[config.mk]
export PLATFORM = sky130hd
export DESIGN_NAME = fp_align_unpack
export DESIGN_NICKNAME = d
export VERILOG_FILES = /design/src/rtl/fp_align_unpack.sv
export SDC_FILE = /design/constraint.sdc
export NUM_CORES = 1
export LEC_CHECK = 0
export CAP_MARGIN = 10
export CORE_AREA = 2 2 136 138
export CTS_BUF_LIST = sky130_fd_sc_hd__clkbuf_4 sky130_fd_sc_hd__clkbuf_8 sky130_fd_sc_hd__clkbuf_16
export DETAILED_ROUTE_END_ITERATION = 8
export DIE_AREA = 0 0 138 140
export HOLD_SLACK_MARGIN = 0.08
export PLACE_DENSITY = 0.81
export SLEW_MARGIN = 30
export SYNTH_ARGS = -nofsm -noshare
export SYNTH_HDL_FRONTEND = slang
export SYNTH_SLANG_ARGS = --single-unit
[constraint.sdc]
create_clock -name clk -period 7.95 [get_ports clk]
set_input_delay 2.385 -clock clk [delete_from_list [all_inputs] [get_ports clk]]
set_output_delay 2.385 -clock clk [all_outputs]
set_load 0.02 [all_outputs]
[src/rtl/fp_align_unpack.sv]
// fp_align_unpack: front end of the FP adder datapath.
// Captures two IEEE-754 single operands, classifies them, orders them by
// magnitude and right-aligns the smaller significand to the larger exponent
// with sticky accumulation. Results are held in DONE until the normalize
// stage accepts them.
// Optional feature: define ALIGN_FASTSHIFT_EN to replace the iterative SHIFT
// state with a single-cycle barrel shift performed in UNPACK.
module fp_align_unpack #(
  parameter int SHIFT_STEP    = 4,   // max right-shift bits per SHIFT cycle (1..32)
  parameter int BYPASS_THRESH = 26   // exponent gap at which the small addend is dropped
) (
  input  logic        clk,
  input  logic        reset,
  input  logic        in_valid,
  output logic        in_ready,
  input  logic [31:0] A,
  input  logic [31:0] B,
  output logic        out_valid,
  input  logic        out_ready,
  output logic        signA,
  output logic        signB,
  output logic [31:0] alignedBig,
  output logic [31:0] alignedSmall,
  output logic        swapped,
  output logic [7:0]  exponentOut,
  output logic        sticky,
  output logic        ANaN,
  output logic        BNaN,
  output logic        Ainf,
  output logic        Binf,
  output logic        Azero,
  output logic        Bzero,
  output logic        Asub,
  output logic        Bsub,
  output logic        bypassALU,
  output logic        Aex,
  output logic        Bex
);

  localparam logic [1:0] IDLE   = 2'd0;
  localparam logic [1:0] UNPACK = 2'd1;
  localparam logic [1:0] SHIFT  = 2'd2;
  localparam logic [1:0] DONE   = 2'd3;

  logic [1:0]  r_state;
  logic [31:0] r_a;
  logic [31:0] r_b;
  logic        r_sign_a, r_sign_b;
  logic [31:0] r_aligned_big;
  logic [31:0] r_aligned_small;
  logic        r_swapped;
  logic [7:0]  r_exponent;
  logic        r_sticky;
  logic        r_a_nan, r_b_nan, r_a_inf, r_b_inf;
  logic        r_a_zero, r_b_zero, r_a_sub, r_b_sub;
  logic        r_bypass, r_a_ex, r_b_ex;

  // ---------------------------------------------------------------------------
  // Operand classification and magnitude ordering (valid while in UNPACK)
  // ---------------------------------------------------------------------------
  logic [7:0]  w_exp_a, w_exp_b;
  logic [22:0] w_frac_a, w_frac_b;
  logic        w_a_nan, w_b_nan, w_a_inf, w_b_inf;
  logic        w_a_zero, w_b_zero, w_a_sub, w_b_sub;
  logic [7:0]  w_eff_a, w_eff_b;
  logic [31:0] w_sig_a, w_sig_b;
  logic        w_a_big;
  logic [31:0] w_sig_big, w_sig_small;
  logic [7:0]  w_exp_big;
  logic [7:0]  w_diff;
  logic        w_special;
  logic        w_bypass;

  assign w_exp_a  = r_a[30:23];
  assign w_exp_b  = r_b[30:23];
  assign w_frac_a = r_a[22:0];
  assign w_frac_b = r_b[22:0];

  assign w_a_nan  = (w_exp_a == 8'hFF) && (w_frac_a != 23'd0);
  assign w_b_nan  = (w_exp_b == 8'hFF) && (w_frac_b != 23'd0);
  assign w_a_inf  = (w_exp_a == 8'hFF) && (w_frac_a == 23'd0);
  assign w_b_inf  = (w_exp_b == 8'hFF) && (w_frac_b == 23'd0);
  assign w_a_zero = (w_exp_a == 8'h00) && (w_frac_a == 23'd0);
  assign w_b_zero = (w_exp_b == 8'h00) && (w_frac_b == 23'd0);
  assign w_a_sub  = (w_exp_a == 8'h00) && (w_frac_a != 23'd0);
  assign w_b_sub  = (w_exp_b == 8'h00) && (w_frac_b != 23'd0);

  // Subnormals (and zero) behave as exponent 1 with no hidden bit.
  assign w_eff_a = (w_exp_a == 8'h00) ? 8'd1 : w_exp_a;
  assign w_eff_b = (w_exp_b == 8'h00) ? 8'd1 : w_exp_b;
  assign w_sig_a = {(w_exp_a != 8'h00), w_frac_a, 8'h00};
  assign w_sig_b = {(w_exp_b != 8'h00), w_frac_b, 8'h00};

  // Ties on exponent go to the larger fraction; full ties keep A as big.
  assign w_a_big = (w_eff_a > w_eff_b) ||
                   ((w_eff_a == w_eff_b) && (w_frac_a >= w_frac_b));

  assign w_sig_big   = w_a_big ? w_sig_a : w_sig_b;
  assign w_sig_small = w_a_big ? w_sig_b : w_sig_a;
  assign w_exp_big   = w_a_big ? w_exp_a : w_exp_b;
  assign w_diff      = w_a_big ? (w_eff_a - w_eff_b) : (w_eff_b - w_eff_a);

  assign w_special = w_a_nan | w_b_nan | w_a_inf | w_b_inf | w_a_zero | w_b_zero;
  assign w_bypass  = int'(w_diff) >= BYPASS_THRESH;

`ifdef ALIGN_FASTSHIFT_EN
  // ---------------------------------------------------------------------------
  // Single-cycle barrel shift by the full exponent difference. The low half of
  // the 64-bit window collects the bits that fall off the bottom.
  // ---------------------------------------------------------------------------
  logic [63:0] w_fast_wide;
  logic [31:0] w_fast_small;
  logic        w_fast_sticky;

  assign w_fast_wide   = {w_sig_small, 32'h0} >> w_diff;
  assign w_fast_small  = (w_diff >= 8'd32) ? 32'h0 : w_fast_wide[63:32];
  assign w_fast_sticky = (w_diff >= 8'd32) ? (|w_sig_small) : (|w_fast_wide[31:0]);
`else
  // ---------------------------------------------------------------------------
  // Iterative shifter: one step of at most SHIFT_STEP bits per SHIFT cycle.
  // ---------------------------------------------------------------------------
  localparam logic [7:0] STEP_MAX = 8'(SHIFT_STEP);

  logic [7:0]  r_remain;
  logic [7:0]  w_step;
  logic [63:0] w_step_wide;

  assign w_step      = (r_remain < STEP_MAX) ? r_remain : STEP_MAX;
  assign w_step_wide = {r_aligned_small, 32'h0} >> w_step;
`endif

  // ---------------------------------------------------------------------------
  // Handshake status is a pure function of the state register.
  // ---------------------------------------------------------------------------
  assign in_ready  = (r_state == IDLE);
  assign out_valid = (r_state == DONE);

  assign signA        = r_sign_a;
  assign signB        = r_sign_b;
  assign alignedBig   = r_aligned_big;
  assign alignedSmall = r_aligned_small;
  assign swapped      = r_swapped;
  assign exponentOut  = r_exponent;
  assign sticky       = r_sticky;
  assign ANaN         = r_a_nan;
  assign BNaN         = r_b_nan;
  assign Ainf         = r_a_inf;
  assign Binf         = r_b_inf;
  assign Azero        = r_a_zero;
  assign Bzero        = r_b_zero;
  assign Asub         = r_a_sub;
  assign Bsub         = r_b_sub;
  assign bypassALU    = r_bypass;
  assign Aex          = r_a_ex;
  assign Bex          = r_b_ex;

  // FSM and result registers: capture in IDLE, classify in UNPACK, align in
  // SHIFT, hold in DONE until the consumer takes the result.
  // NOTE: every register here uses <= so all updates in a cycle see the old
  // values; reset is asynchronous so an in-flight operation is dropped at once.
  always_ff @(posedge clk or posedge reset) begin
    if (reset) begin
      r_state         <= IDLE;
      r_a             <= 32'h0;
      r_b             <= 32'h0;
      r_sign_a        <= 1'b0;
      r_sign_b        <= 1'b0;
      r_aligned_big   <= 32'h0;
      r_aligned_small <= 32'h0;
      r_swapped       <= 1'b0;
      r_exponent      <= 8'h0;
      r_sticky        <= 1'b0;
      r_a_nan         <= 1'b0;
      r_b_nan         <= 1'b0;
      r_a_inf         <= 1'b0;
      r_b_inf         <= 1'b0;
      r_a_zero        <= 1'b0;
      r_b_zero        <= 1'b0;
      r_a_sub         <= 1'b0;
      r_b_sub         <= 1'b0;
      r_bypass        <= 1'b0;
      r_a_ex          <= 1'b0;
      r_b_ex          <= 1'b0;
`ifndef ALIGN_FASTSHIFT_EN
      r_remain        <= 8'h0;
`endif
    end else begin
      case (r_state)
        IDLE: begin
          if (in_valid) begin
            r_a     <= A;
            r_b     <= B;
            r_state <= UNPACK;
          end
        end

        UNPACK: begin
          r_sign_a      <= r_a[31];
          r_sign_b      <= r_b[31];
          r_a_nan       <= w_a_nan;
          r_b_nan       <= w_b_nan;
          r_a_inf       <= w_a_inf;
          r_b_inf       <= w_b_inf;
          r_a_zero      <= w_a_zero;
          r_b_zero      <= w_b_zero;
          r_a_sub       <= w_a_sub;
          r_b_sub       <= w_b_sub;
          r_swapped     <= ~w_a_big;
          r_aligned_big <= w_sig_big;
          r_exponent    <= w_exp_big;
          r_bypass      <= 1'b0;
          r_a_ex        <= 1'b0;
          r_b_ex        <= 1'b0;
          r_sticky      <= 1'b0;
          if (w_special || (w_diff == 8'd0)) begin
            r_aligned_small <= w_sig_small;
            r_state         <= DONE;
          end else if (w_bypass) begin
            // Small addend lies wholly below the sticky position.
            r_bypass        <= 1'b1;
            r_a_ex          <= w_a_big;
            r_b_ex          <= ~w_a_big;
            r_aligned_small <= 32'h0;
            r_sticky        <= |w_sig_small;
            r_state         <= DONE;
          end else begin
`ifdef ALIGN_FASTSHIFT_EN
            r_aligned_small <= w_fast_small;
            r_sticky        <= w_fast_sticky;
            r_state         <= DONE;
`else
            r_aligned_small <= w_sig_small;
            r_remain        <= w_diff;
            r_state         <= SHIFT;
`endif
          end
        end

`ifndef ALIGN_FASTSHIFT_EN
        SHIFT: begin
          r_aligned_small <= w_step_wide[63:32];
          r_sticky        <= r_sticky | (|w_step_wide[31:0]);
          r_remain        <= r_remain - w_step;
          if (r_remain == w_step) begin
            r_state <= DONE;
          end
        end
`endif

        DONE: begin
          if (out_ready) begin
            r_state <= IDLE;
          end
        end

        default: r_state <= IDLE;
      endcase
    end
  end

endmodule

==> Flow_metrics.wiki, run 1 <==
{| class="wikitable"
! Metric !! Value
|-
| Outcome || complete, no violations
|-
| Depth of the most critical reg-to-reg path || 16
|-
| Setup TNS || 0 ns
|-
| Filler cells || around 1,400
|-
| Critical setup path kind || flip-flop to flip-flop
|-
| Worst-case clock skew || roughly 0.010 ns
|-
| Clock buffers created by TritonCTS || 17
|-
| Ys flop type || sky130_fd_sc_hd__dfrtp_1
|-
| Share of flip-flops with an asynchronous set or reset after synthesis || 1.00
|-
| HPWL reported at the end of detailed placement || around 18,000 um
|-
| Instance count along the most critical hold path || 1
|-
| Required time of the worst setup path || around 8.3 ns
|-
| Max Clk Rate || between 150 and 200 MHz
|-
| Cell count after synthesis || 1,018
|-
| Length of the first detailed-routing pass in iterations || 9
|-
| Worst Path Arrival || between 5 and 6 ns
|-
| Final WS setup || ~2.8 ns
|-
| Die area || a little under 20,000 um2
|-
| TritonCTS clock tree || yes
|-
| Deepest level of the CTS H-tree || 4
|-
| Multi-input combinational cell area || 5250 um2
|-
| Type of the most critical hold path || flip-flop to flip-flop
|-
| Portion of the post-synthesis area used by sequential elements || 0.399
|-
| Maximum fanout count along the critical path || 19
|-
| RD Place Congestion || 0.934
|-
| Overall global routing resource usage || 0.272
|-
| Count of port buffers added during placement || approximately 150
|-
| Maximum number of pins on one net before global-route repair || between 90 and 100
|-
| Crit path cell chain || or4_1 -> nor2_1 -> or2_2 -> inv_1 -> ha_1 -> fa_1 -> nand2b_1 -> a21oi_1 -> o211ai_1 -> a21o_1 -> o31a_1 -> nand2_1 -> xor2_1 -> o2111a_1 -> o21ai_1 -> o221ai_1
|-
| Detailed router's first-iteration violation count || roughly 820
|-
| Layout net count || about 1,200
|-
| Root buffer cell || sky130_fd_sc_hd__clkbuf_16
|-
| Pin slew with the least headroom to its limit || a little over 0.9 ns
|-
| Vias in the first global route || between 8,000 and 9,000
|-
| Library cells used by synthesis || between 60 and 70
|-
| Wire length of the first global-routing pass || 42,400 um
|-
| Fraction of final layout cells sized beyond drive strength 1 || 0.136
|-
| Area of the core region || roughly 18,000 um2
|-
| CP max-delay cell || sky130_fd_sc_hd__o2111a_1
|-
| Hold path startpoint || swapped$_DFFE_PP0P_
|-
| Launching point of the worst reg2reg path || r_a[24]$_DFFE_PP0P_
|-
| Clock transition at path regs || 0.06 ns
|-
| Average footprint of a synthesized cell || 9.43 um2
|-
| Max-cap check violation count || 0
|-
| Register-to-register setup slack || roughly 2.8 ns
|-
| Worst flop-to-flop path endpoint || alignedSmall[8]$_DFFE_PP0P_
|-
| Total of cells resized after clock tree synthesis || 0
|-
| Chip width || around 140 um
|-
| Delay of the slowest cell on the worst path || between 0.7 and 0.8 ns
|-
| Initial core utilization || 0.540
|-
| Syn. warnings || 0
|-
| Overall overflow remaining after global route || 0
|-
| Remaining design rule violation count || 0
|-
| TritonCTS Sinks || 153
|-
| Row cnt || ~50
|-
| Total vias in the final route || 8,338
|-
| Setup Viol. Count Final || 0
|-
| Number of antenna violations at the first check in global routing || 0
|-
| Slew HR || 0.377
|-
| Clock latency of the later-clocked register in the worst-skew pair || approximately 0.43 ns
|-
| Routed via count divided by cell count || approximately 6.1
|-
| Die H || 140 um
|-
| Sequential standard cell area || 3830 um2
|-
| Antenna fix cells || 0
|-
| Average wire per standard cell || just under 20 um
|-
| Hold Vio Cnt, Final || 0
|-
| Maximum root-to-sink buffer count || 2
|-
| RSZ-0062 raised after global routing || no
|-
| Final Cycle Share || 0.646
|-
| Number of buffers inserted for hold repair after clock tree synthesis || 0
|-
| Post-synthesis register bit count || between 150 and 200
|-
| Last element of the critical path || alignedSmall[8]$_DFFE_PP0P_
|-
| Wirelength, routed || 26,300 um
|-
| I/O Pins || ~160
|-
| Synthesized cell area || about 9600 um2
|-
| Pre-CTS setup slack || about 2.9 ns
|-
| Worst hold-check slack || 0.481 ns
|-
| Crit path time final || 5.14 ns
|-
| Area growth from synthesis to final layout || 22.3%
|-
| CP Launch Point || r_a[24]$_DFFE_PP0P_
|-
| Worst setup SP type || flip-flop
|-
| CP Capture Type || flip-flop
|-
| Number of pins with negative max-slew slack in the final report || 0
|-
| Number of synthesized flops with an enable pin || 0
|-
| Detail Route Antenna Nets || 0
|-
| Buffers inserted during post-CTS setup optimization || 0
|}
==> placed cells by master, fill, tap and decap left out, types with 17 or more instances in the layout <==
cell type and count:
sky130_fd_sc_hd__dfrtp_1 153, sky130_fd_sc_hd__clkdlybuf4s50_1 148, sky130_fd_sc_hd__a21oi_1 130, sky130_fd_sc_hd__nor2_1 108, sky130_fd_sc_hd__nand2_1 90, sky130_fd_sc_hd__mux2_2 69, sky130_fd_sc_hd__inv_1 54, sky130_fd_sc_hd__ha_1 42
sky130_fd_sc_hd__mux2i_1 41, sky130_fd_sc_hd__o21ai_0 33, sky130_fd_sc_hd__o21ai_1 23, sky130_fd_sc_hd__mux4_2 23, sky130_fd_sc_hd__nand3_1 18, sky130_fd_sc_hd__clkbuf_16 17
==> metal layers <==
layer	vias up	wire length, um	global-route usage
li1	3812	-	-
met1	4025	11400	0.379
met2	433	11900	0.421
met3	68	2190	0.0513
met4	0	786	0.115
met5	-	0	0
==> cell type report <==
type / instances / area share
Clock buffer: 21 / 0.0409
Clock inverter: 11 / 0.0113
Inverter: 55 / 0.0180
Multi-Input combinational cell: 736 / 0.447
Sequential cell: 153 / 0.326
Tap cell: 229 / 0.0244
Timing Repair Buffer: 156 / 0.132
==> flip-flops by register name, summed over array words and instances (netlist names), 2 cells and up <==
register and cells:
r_remain 8, r_a 32, r_b 32, alignedSmall 32
r_state 2, alignedBig 24, exponentOut 8
==> kinds of logic after synthesis <==
group | Yosys count | share of synthesized area
compound gates | 255 | 0.159
xor+xnor | 7 | 0.00639
fa+ha+maj | 45 | 0.0602
buf+inv | 136 | 0.0589
flops | 153 | 0.399
mux | 135 | 0.181
other cells | 2 | 0.000782
simple gates | 285 | 0.135
==> Yosys cell counts, drive strengths merged (4+ instances only) <==
master | n | share of area
dfrtp | 153 | 0.40
a21oi | 130 | 0.068
nor2 | 108 | 0.042
nand2 | 91 | 0.036
mux2 | 70 | 0.083
o21ai | 59 | 0.032
clkbuf | 56 | 0.022
inv | 55 | 0.022
ha | 43 | 0.056
mux2i | 42 | 0.044
buf | 25 | 0.016
mux4 | 23 | 0.054
nand3 | 18 | 0.0094
nor4 | 14 | 0.011
nand4 | 11 | 0.0078
nor3 | 11 | 0.0057
o2bb2ai | 10 | 0.0091
a211oi | 7 | 0.0055
a21o | 7 | 0.0055
nand2b | 7 | 0.0046
o211ai | 6 | 0.0047
o22ai | 6 | 0.0039
or2 | 6 | 0.0039
o2111ai | 4 | 0.0036
o31ai | 4 | 0.0046
or4 | 4 | 0.0035
xor2 | 4 | 0.0036
==> worst min-delay path by stage <==
stage / endpoint / slack (ns)
after floorplan: signA$_DFFE_PP0P_ / 0.47
after global placement: swapped$_DFFE_PP0P_ / 0.46
after detailed placement: swapped$_DFFE_PP0P_ / 0.47
after CTS: swapped$_DFFE_PP0P_ / 0.49
after global routing: Aex$_DFFE_PP0P_ / 0.51
final: swapped$_DFFE_PP0P_ / 0.48
==> worst max-delay path, delay by kind of cell, from the launching register on <==
kind                     cells  cell delay, ns
AO/OA/AOI/OAI                7            2.34
AND/OR/NAND/NOR              5            1.31
adder cells (fa/ha/maj)      2            0.61
flip-flops                   1            0.45
XOR/XNOR                     1            0.27
buffers and inverters        1            0.04
==> metrics by stage <==
| step | cell area, um2 | std cells | utilization |
|---|---|---|---|
| finish | 11700 | 1361 | 0.660 |
| detailed placement | 11100 | 1329 | 0.625 |
| global placement | 11100 | 1329 | 0.625 |
| global route | 11700 | 1361 | 0.660 |
| floorplan | 9620 | 1025 | - |
| CTS | 11700 | 1361 | 0.660 |
Power of run 1 is left out: the tool's default activity adds up to more than one toggle a clock period on the data nets, which glitch-free logic cannot reach.
==> run 2: changes to the inputs <==
==> constraint.sdc (replaced) <==
create_clock -name clk -period 4.8 [get_ports clk]
set_input_delay 1.44 -clock clk [delete_from_list [all_inputs] [get_ports clk]]
set_output_delay 1.44 -clock clk [all_outputs]
set_load 0.02 [all_outputs]
==> Flow_metrics.wiki, run 2 (synthesis results as in run 1) <==
{| class="wikitable"
! Metric !! Value
|-
| Deepest level of the CTS H-tree || 4
|-
| RSZ-0062 raised after global routing || no
|-
| Overall power || 10.3 mW
|-
| Buffer and inverter count on the worst path || 1
|-
| Detail Route Antenna Nets || 0
|-
| Filler cells || ~1,400
|-
| I/O Pins || between 150 and 200
|-
| Hold Vio Cnt, Final || 0
|-
| Antenna fix cells || 0
|-
| Setup Viol. Count Final || 0
|-
| Maximum root-to-sink buffer count || 2
|-
| Final core area utilization || 0.662
|-
| Crit path time final || around 4.5 ns
|-
| Setup TNS || 0 ns
|-
| Slew HR || 0.386
|-
| Fraction of final layout cells sized beyond drive strength 1 || 0.142
|-
| Total vias in the final route || slightly above 8,000
|-
| Worst-case clock skew || about 0.009 ns
|-
| Most common cell after layout, fill and taps aside || sky130_fd_sc_hd__dfrtp_1
|-
| Initial core utilization || 0.540
|-
| Number of non-filler instances in the completed layout || about 1,400
|-
| Average wire per standard cell || between 15 and 20 um
|-
| Multi-input combinational cell area || ~5200 um2
|-
| Wire length of the first global-routing pass || between 40,000 and 50,000 um
|-
| VDD IR max || between 600 and 700 uV
|-
| Clock transition at path regs || roughly 0.06 ns
|-
| Overall overflow remaining after global route || 0
|-
| TritonCTS Sinks || 153
|-
| Clock latency of the later-clocked register in the worst-skew pair || around 0.43 ns
|-
| Outcome || complete, no violations
|-
| Max-cap check violation count || 0
|-
| Worst path top cell family by delay || compound AO/OA/AOI/OAI gates
|-
| Die H || about 140 um
|-
| Length of the first detailed-routing pass in iterations || 5
|-
| Launching point of the worst reg2reg path || r_a[24]$_DFFE_PP0P_
|-
| Root buffer cell || sky130_fd_sc_hd__clkbuf_16
|-
| CP Launch Point || r_a[24]$_DFFE_PP0P_
|-
| Type of the most critical hold path || flip-flop to flip-flop
|-
| Number of antenna violations at the first check in global routing || 0
|-
| Pin slew with the least headroom to its limit || between 0.9 and 1 ns
|-
| Number of pins with negative max-slew slack in the final report || 0
|-
| Worst Path Arrival || ~4.8 ns
|-
| Die area || a little under 20,000 um2
|-
| TritonCTS clock tree || yes
|-
| RD Place Congestion || roughly 0.94
|-
| Pre-CTS setup slack || approximately 0.42 ns
|-
| Max Clk Rate || 223 MHz
|-
| Final WS setup || between 0.3 and 0.4 ns
|-
| Count of port buffers added during placement || ~150
|-
| Routed via count divided by cell count || approximately 6
|-
| Worst setup SP type || flip-flop
|-
| Static Leakage || a little over 5 nW
|-
| Layout net count || around 1,200
|-
| Buffers inserted during post-CTS setup optimization || 0
|-
| Overall global routing resource usage || 0.269
|-
| Detailed router's first-iteration violation count || 906
|-
| Remaining design rule violation count || 0
|-
| Chip width || 138 um
|-
| Required time of the worst setup path || ~5.1 ns
|-
| Top library cells by usage in the layout, fill and taps aside || sky130_fd_sc_hd__dfrtp_1 (153), sky130_fd_sc_hd__clkdlybuf4s50_1 (148), sky130_fd_sc_hd__a21oi_1 (130), sky130_fd_sc_hd__nor2_1 (108), sky130_fd_sc_hd__nand2_1 (90)
|-
| Number of placed instances with taps included || roughly 1,300
|-
| Crit path cell chain || or4_1 -> nor2_1 -> or2_2 -> inv_1 -> ha_1 -> fa_1 -> nand2b_1 -> a21oi_1 -> o211ai_1 -> a21o_1 -> o31a_1 -> nand2_1 -> xor2_1 -> o2111ai_1 -> o21ai_2 -> mux2_4
|-
| HPWL reported at the end of detailed placement || between 15,000 and 20,000 um
|-
| Vias in the first global route || about 7,900
|-
| Critical setup path kind || flip-flop to flip-flop
|-
| Hold path startpoint || Bzero$_DFFE_PP0P_
|-
| Final Cycle Share || 0.932
|-
| CP max-delay cell || sky130_fd_sc_hd__or4_1
|-
| Maximum fanout count along the critical path || 6
|-
| Clock buffers created by TritonCTS || 17
|-
| Total of cells resized after clock tree synthesis || 0
|-
| Sequential standard cell area || 3830 um2
|-
| CP Capture Type || flip-flop
|-
| Power density over cell area || 877 nW/um2
|-
| Maximum number of pins on one net before global-route repair || 77
|-
| Number of buffers inserted for hold repair after clock tree synthesis || 0
|-
| Area of the core region || between 15,000 and 20,000 um2
|-
| Delay of the slowest cell on the worst path || roughly 0.56 ns
|-
| Row cnt || 49
|-
| Area growth from synthesis to final layout || 22.6%
|-
| Wirelength, routed || around 26,000 um
|}
-- run 2: cell types whose count changed in the layout (fill, tap and decap cells not counted), moves of 2 or more --
cell	change
sky130_fd_sc_hd__buf_4	+9
sky130_fd_sc_hd__buf_12	+2
sky130_fd_sc_hd__clkbuf_8	-2
sky130_fd_sc_hd__bufinv_16	-2
sky130_fd_sc_hd__clkinvlp_4	+2
-- run 2: through the flow --
step	hold WS, ns	cell area (um2)
2_1_floorplan	0.474	9630
3_3_place_gp	0.466	11200
3_5_place_dp	0.480	11200
4_1_cts	0.494	11800
5_1_grt	0.508	11800
6_report	0.489	11800
-- run 2: layout make-up --
class	count	share of cell area
clock buffers	20	0.0391
clock inverters	11	0.00755
inverters	55	0.0179
multi-input cells	736	0.446
flip-flops and latches	153	0.325
well taps	229	0.0244
repair buffers	166	0.140
-- run 2: final timing paths --
kind | end | slack (ns) | cells past startpoint
max in group asynchronous | alignedBig[11]$_DFFE_PP0P_ | 2.46 | 3
worst max register to register | r_remain[1]$_DFFE_PP0P_ | 0.32 | 16
worst max-delay path | r_remain[1]$_DFFE_PP0P_ | 0.32 | 16
min in group asynchronous | alignedSmall[20]$_DFFE_PP0P_ | 1.47 | 2
worst min-delay path | Bzero$_DFFE_PP0P_ | 0.49 | 1
worst min register to register | Bzero$_DFFE_PP0P_ | 0.49 | 1
-- run 2: routing by layer --
| layer | vias to the layer above | part of all wire | GRT usage |
|---|---|---|---|
| li1 | 3826 | - | - |
| met1 | 4021 | 0.45 | 0.386 |
| met2 | 361 | 0.46 | 0.416 |
| met3 | 38 | 0.073 | 0.0561 |
| met4 | 0 | 0.017 | 0.0800 |
| met5 | - | 0 | 0 |
-- run 2: worst reg2reg max path: cells and delay by family, from the launching register on --
| kind | cells | cell delay, ns |
|---|---|---|
| multiplexers | 1 | 0.33 |
| XOR/XNOR | 1 | 0.25 |
| buffers and inverters | 1 | 0.04 |
| AO/OA/AOI/OAI | 6 | 1.58 |
| adder cells (fa/ha/maj) | 2 | 0.61 |
| flip-flops | 1 | 0.45 |
| AND/OR/NAND/NOR | 5 | 1.12 |
-- run 2: power breakdown --
part | switching, mW | internal, mW | leakage (nW) | total [mW]
sequential | 0.752 | 1.90 | 1.85 | 2.65
combinational | 3.67 | 2.72 | 2.93 | 6.39
clock | 0.568 | 0.699 | 0.263 | 1.27
(Power assumes the default switching activity.)
==> run 3: changes to the inputs <==
--- a/config.mk
+++ b/config.mk
@@ -11,6 +11,7 @@
 export DETAILED_ROUTE_END_ITERATION = 8
 export DIE_AREA = 0 0 138 140
 export HOLD_SLACK_MARGIN = 0.08
+export MAX_ROUTING_LAYER = met4
 export PLACE_DENSITY = 0.81
 export SLEW_MARGIN = 30
 export SYNTH_ARGS = -nofsm -noshare
==> Flow_metrics.wiki, run 3 (synthesis results as in run 1) <==
{| class="wikitable"
! Metric !! Value
|-
| Outcome || complete, no violations
|-
| Worst hold-check slack || roughly 0.48 ns
|-
| Crit path time final || 4.49 ns
|-
| Internal power summed over all cells || between 5 and 6 mW
|-
| Count of port buffers added during placement || between 100 and 150
|-
| Power density over cell area || approximately 890 nW/um2
|-
| Routed via count divided by cell count || between 6 and 7
|-
| Deepest level of the CTS H-tree || 4
|-
| Clock network fraction of design power || 0.134
|-
| Clock buffers created by TritonCTS || 17
|-
| Max-cap check violation count || 0
|-
| Slew HR || 0.390
|-
| Final WS setup || ~0.31 ns
|-
| Initial core utilization || 0.540
|-
| Maximum number of pins on one net before global-route repair || 82
|-
| Most common cell after layout, fill and taps aside || sky130_fd_sc_hd__dfrtp_1
|-
| Overall overflow remaining after global route || 0
|-
| Required time of the worst setup path || approximately 5 ns
|-
| HPWL reported at the end of detailed placement || around 18,000 um
|-
| CP max-delay cell || sky130_fd_sc_hd__or4_1
|-
| Met1 track demand over resource || 0.386
|-
| Static Leakage || 5.10 nW
|-
| Overall global routing resource usage || 0.279
|-
| Max Clk Rate || around 220 MHz
|-
| TritonCTS clock tree || yes
|-
| Number of pins with negative max-slew slack in the final report || 0
|-
| Combinational group share of total power || 0.613
|-
| Row cnt || 49
|-
| Vias in the first global route || ~8,000
|-
| Final Cycle Share || 0.935
|-
| Area growth from synthesis to final layout || 23.7%
|-
| Number of antenna violations at the first check in global routing || 0
|-
| Delay of the slowest cell on the worst path || around 0.52 ns
|-
| TritonCTS Sinks || about 150
|-
| Hold Vio Cnt, Final || 0
|-
| Seq pwr share || 0.253
|-
| Die H || roughly 140 um
|-
| Chip width || between 100 and 150 um
|-
| Antenna fix cells || 0
|-
| Filler cells || 1,442
|-
| Root buffer cell || sky130_fd_sc_hd__clkbuf_16
|-
| Worst path top cell family by delay || compound AO/OA/AOI/OAI gates
|-
| Multi-input combinational cell area || about 5200 um2
|-
| Detail Route Antenna Nets || 0
|-
| I/O Pins || between 150 and 200
|-
| Switching fraction of total power || 0.479
|-
| Pre-CTS setup slack || between 0.2 and 0.3 ns
|-
| Maximum fanout count along the critical path || 6
|-
| Fraction of final layout cells sized beyond drive strength 1 || 0.146
|-
| Clock latency of the later-clocked register in the worst-skew pair || approximately 0.43 ns
|-
| Detailed router's first-iteration violation count || ~830
|-
| Die area || just under 20,000 um2
|-
| Clock transition at path regs || approximately 0.06 ns
|-
| Total vias in the final route || slightly above 8,000
|-
| Wirelength, routed || 26,200 um
|-
| RSZ-0062 raised after global routing || no
|-
| Length of the first detailed-routing pass in iterations || 7
|-
| VDD IR max || roughly 710 uV
|-
| RD Place Congestion || 0.925
|-
| Worst Path Arrival || roughly 4.8 ns
|-
| Setup TNS || 0 ns
|-
| Buffer and inverter count on the worst path || 1
|-
| Number of buffers inserted for hold repair after clock tree synthesis || 0
|-
| Maximum root-to-sink buffer count || 2
|-
| Overall power || between 10 and 15 mW
|-
| Worst setup SP type || flip-flop
|-
| Worst-case clock skew || around 0.0097 ns
|-
| Wire length of the first global-routing pass || approximately 42,000 um
|-
| Pin slew with the least headroom to its limit || 0.915 ns
|-
| Switching power total || a little over 5 mW
|-
| Area of the core region || 17,800 um2
|-
| Setup Viol. Count Final || 0
|-
| Average wire per standard cell || 19.0 um
|-
| Layout net count || 1,246
|-
| Gr busiest metal || met2
|-
| Global routing met3 resource utilization || 0.0523
|-
| Crit path cell chain || or4_1 -> nor2_1 -> or2_2 -> inv_1 -> ha_1 -> fa_1 -> nand2b_1 -> a21oi_1 -> o211ai_1 -> a21o_1 -> o31a_1 -> nand2_1 -> xor2_1 -> o2111ai_1 -> o21ai_2 -> mux2_4
|-
| Sequential standard cell area || 3830 um2
|-
| CP Capture Type || flip-flop
|-
| Remaining design rule violation count || 0
|-
| Critical setup path kind || flip-flop to flip-flop
|-
| Top library cells by usage in the layout, fill and taps aside || sky130_fd_sc_hd__dfrtp_1 (153), sky130_fd_sc_hd__clkdlybuf4s50_1 (148), sky130_fd_sc_hd__a21oi_1 (130), sky130_fd_sc_hd__nor2_1 (108), sky130_fd_sc_hd__nand2_1 (90)
|-
| Global Route met2 Usage || 0.421
|-
| Type of the most critical hold path || flip-flop to flip-flop
|}
run 3: cell count changes in the layout (fill, tap and decap cells not counted), sizes merged:
cell	delta
clkinvlp	-1
bufinv	+3
clkbuf	-3
inv	+2
buf	+4
run 3: layout make-up:
cell class | count | share of cell area
Tap cell | 229 | 0.0241
Clock inverter | 15 | 0.0159
Sequential cell | 153 | 0.323
Inverter | 55 | 0.0177
Clock buffer | 17 | 0.0358
Multi-Input combinational cell | 736 | 0.442
Timing Repair Buffer | 170 | 0.142
run 3: routing by layer:
metal | vias to the layer above | wire, um
li1 | 3835 | -
met1 | 4011 | 11500
met4 | 0 | 572
met5 | - | 0
met2 | 394 | 12100
met3 | 44 | 1950
run 3: through the flow:
stage	cells	util	cell area (um2)
3_5_place_dp	1339	0.631	11200
3_3_place_gp	1339	0.631	11200
5_1_grt	1375	0.668	11900
6_report	1375	0.668	11900
2_1_floorplan	1025	-	9630
4_1_cts	1371	0.665	11800
run 3: worst register-to-register path, stage by stage (launching register included):
cell and delay (ns):
sky130_fd_sc_hd__dfrtp_1 0.45, sky130_fd_sc_hd__or4_1 0.52, sky130_fd_sc_hd__nor2_1 0.14, sky130_fd_sc_hd__or2_2 0.14, sky130_fd_sc_hd__inv_1 0.04, sky130_fd_sc_hd__ha_1 0.19
sky130_fd_sc_hd__fa_1 0.42, sky130_fd_sc_hd__nand2b_1 0.17, sky130_fd_sc_hd__a21oi_1 0.31, sky130_fd_sc_hd__o211ai_1 0.18, sky130_fd_sc_hd__a21o_1 0.21, sky130_fd_sc_hd__o31a_1 0.25
sky130_fd_sc_hd__nand2_1 0.08, sky130_fd_sc_hd__xor2_1 0.29, sky130_fd_sc_hd__o2111ai_1 0.28, sky130_fd_sc_hd__o21ai_2 0.39, sky130_fd_sc_hd__mux2_4 0.34
run 3: what timing repair did:
| action | CTS | global route |
|---|---|---|
| setup buffers | 0 | 3 |
| gates resized for setup | 0 | 0 |
| endpoints found under the setup margin | 0 | 2 |
run 3: path summary, 6_finish.rpt:
kind	start	cells past startpoint	to	slack (ns)
worst max-delay path	r_a[24]$_DFFE_PP0P_	16	r_remain[1]$_DFFE_PP0P_	0.31
worst min-delay path	swapped$_DFFE_PP0P_	1	swapped$_DFFE_PP0P_	0.48
worst max register to register	r_a[24]$_DFFE_PP0P_	16	r_remain[1]$_DFFE_PP0P_	0.31
worst min register to register	swapped$_DFFE_PP0P_	1	swapped$_DFFE_PP0P_	0.48
max in group asynchronous	reset	4	r_a[3]$_DFFE_PP0P_	2.64
min in group asynchronous	reset	2	r_a[17]$_DFFE_PP0P_	1.37
run 3: power by group through the flow:
stage          Clock (mW)  Sequential [mW]  Combinational, mW
6_report             1.41             2.66               6.44
5_1_grt              1.48             2.73               7.04
4_1_cts              1.43             2.63               6.34
3_5_place_dp            0             2.63               6.27
3_3_place_gp            0             2.62               6.12
2_1_floorplan           0             2.67               4.44
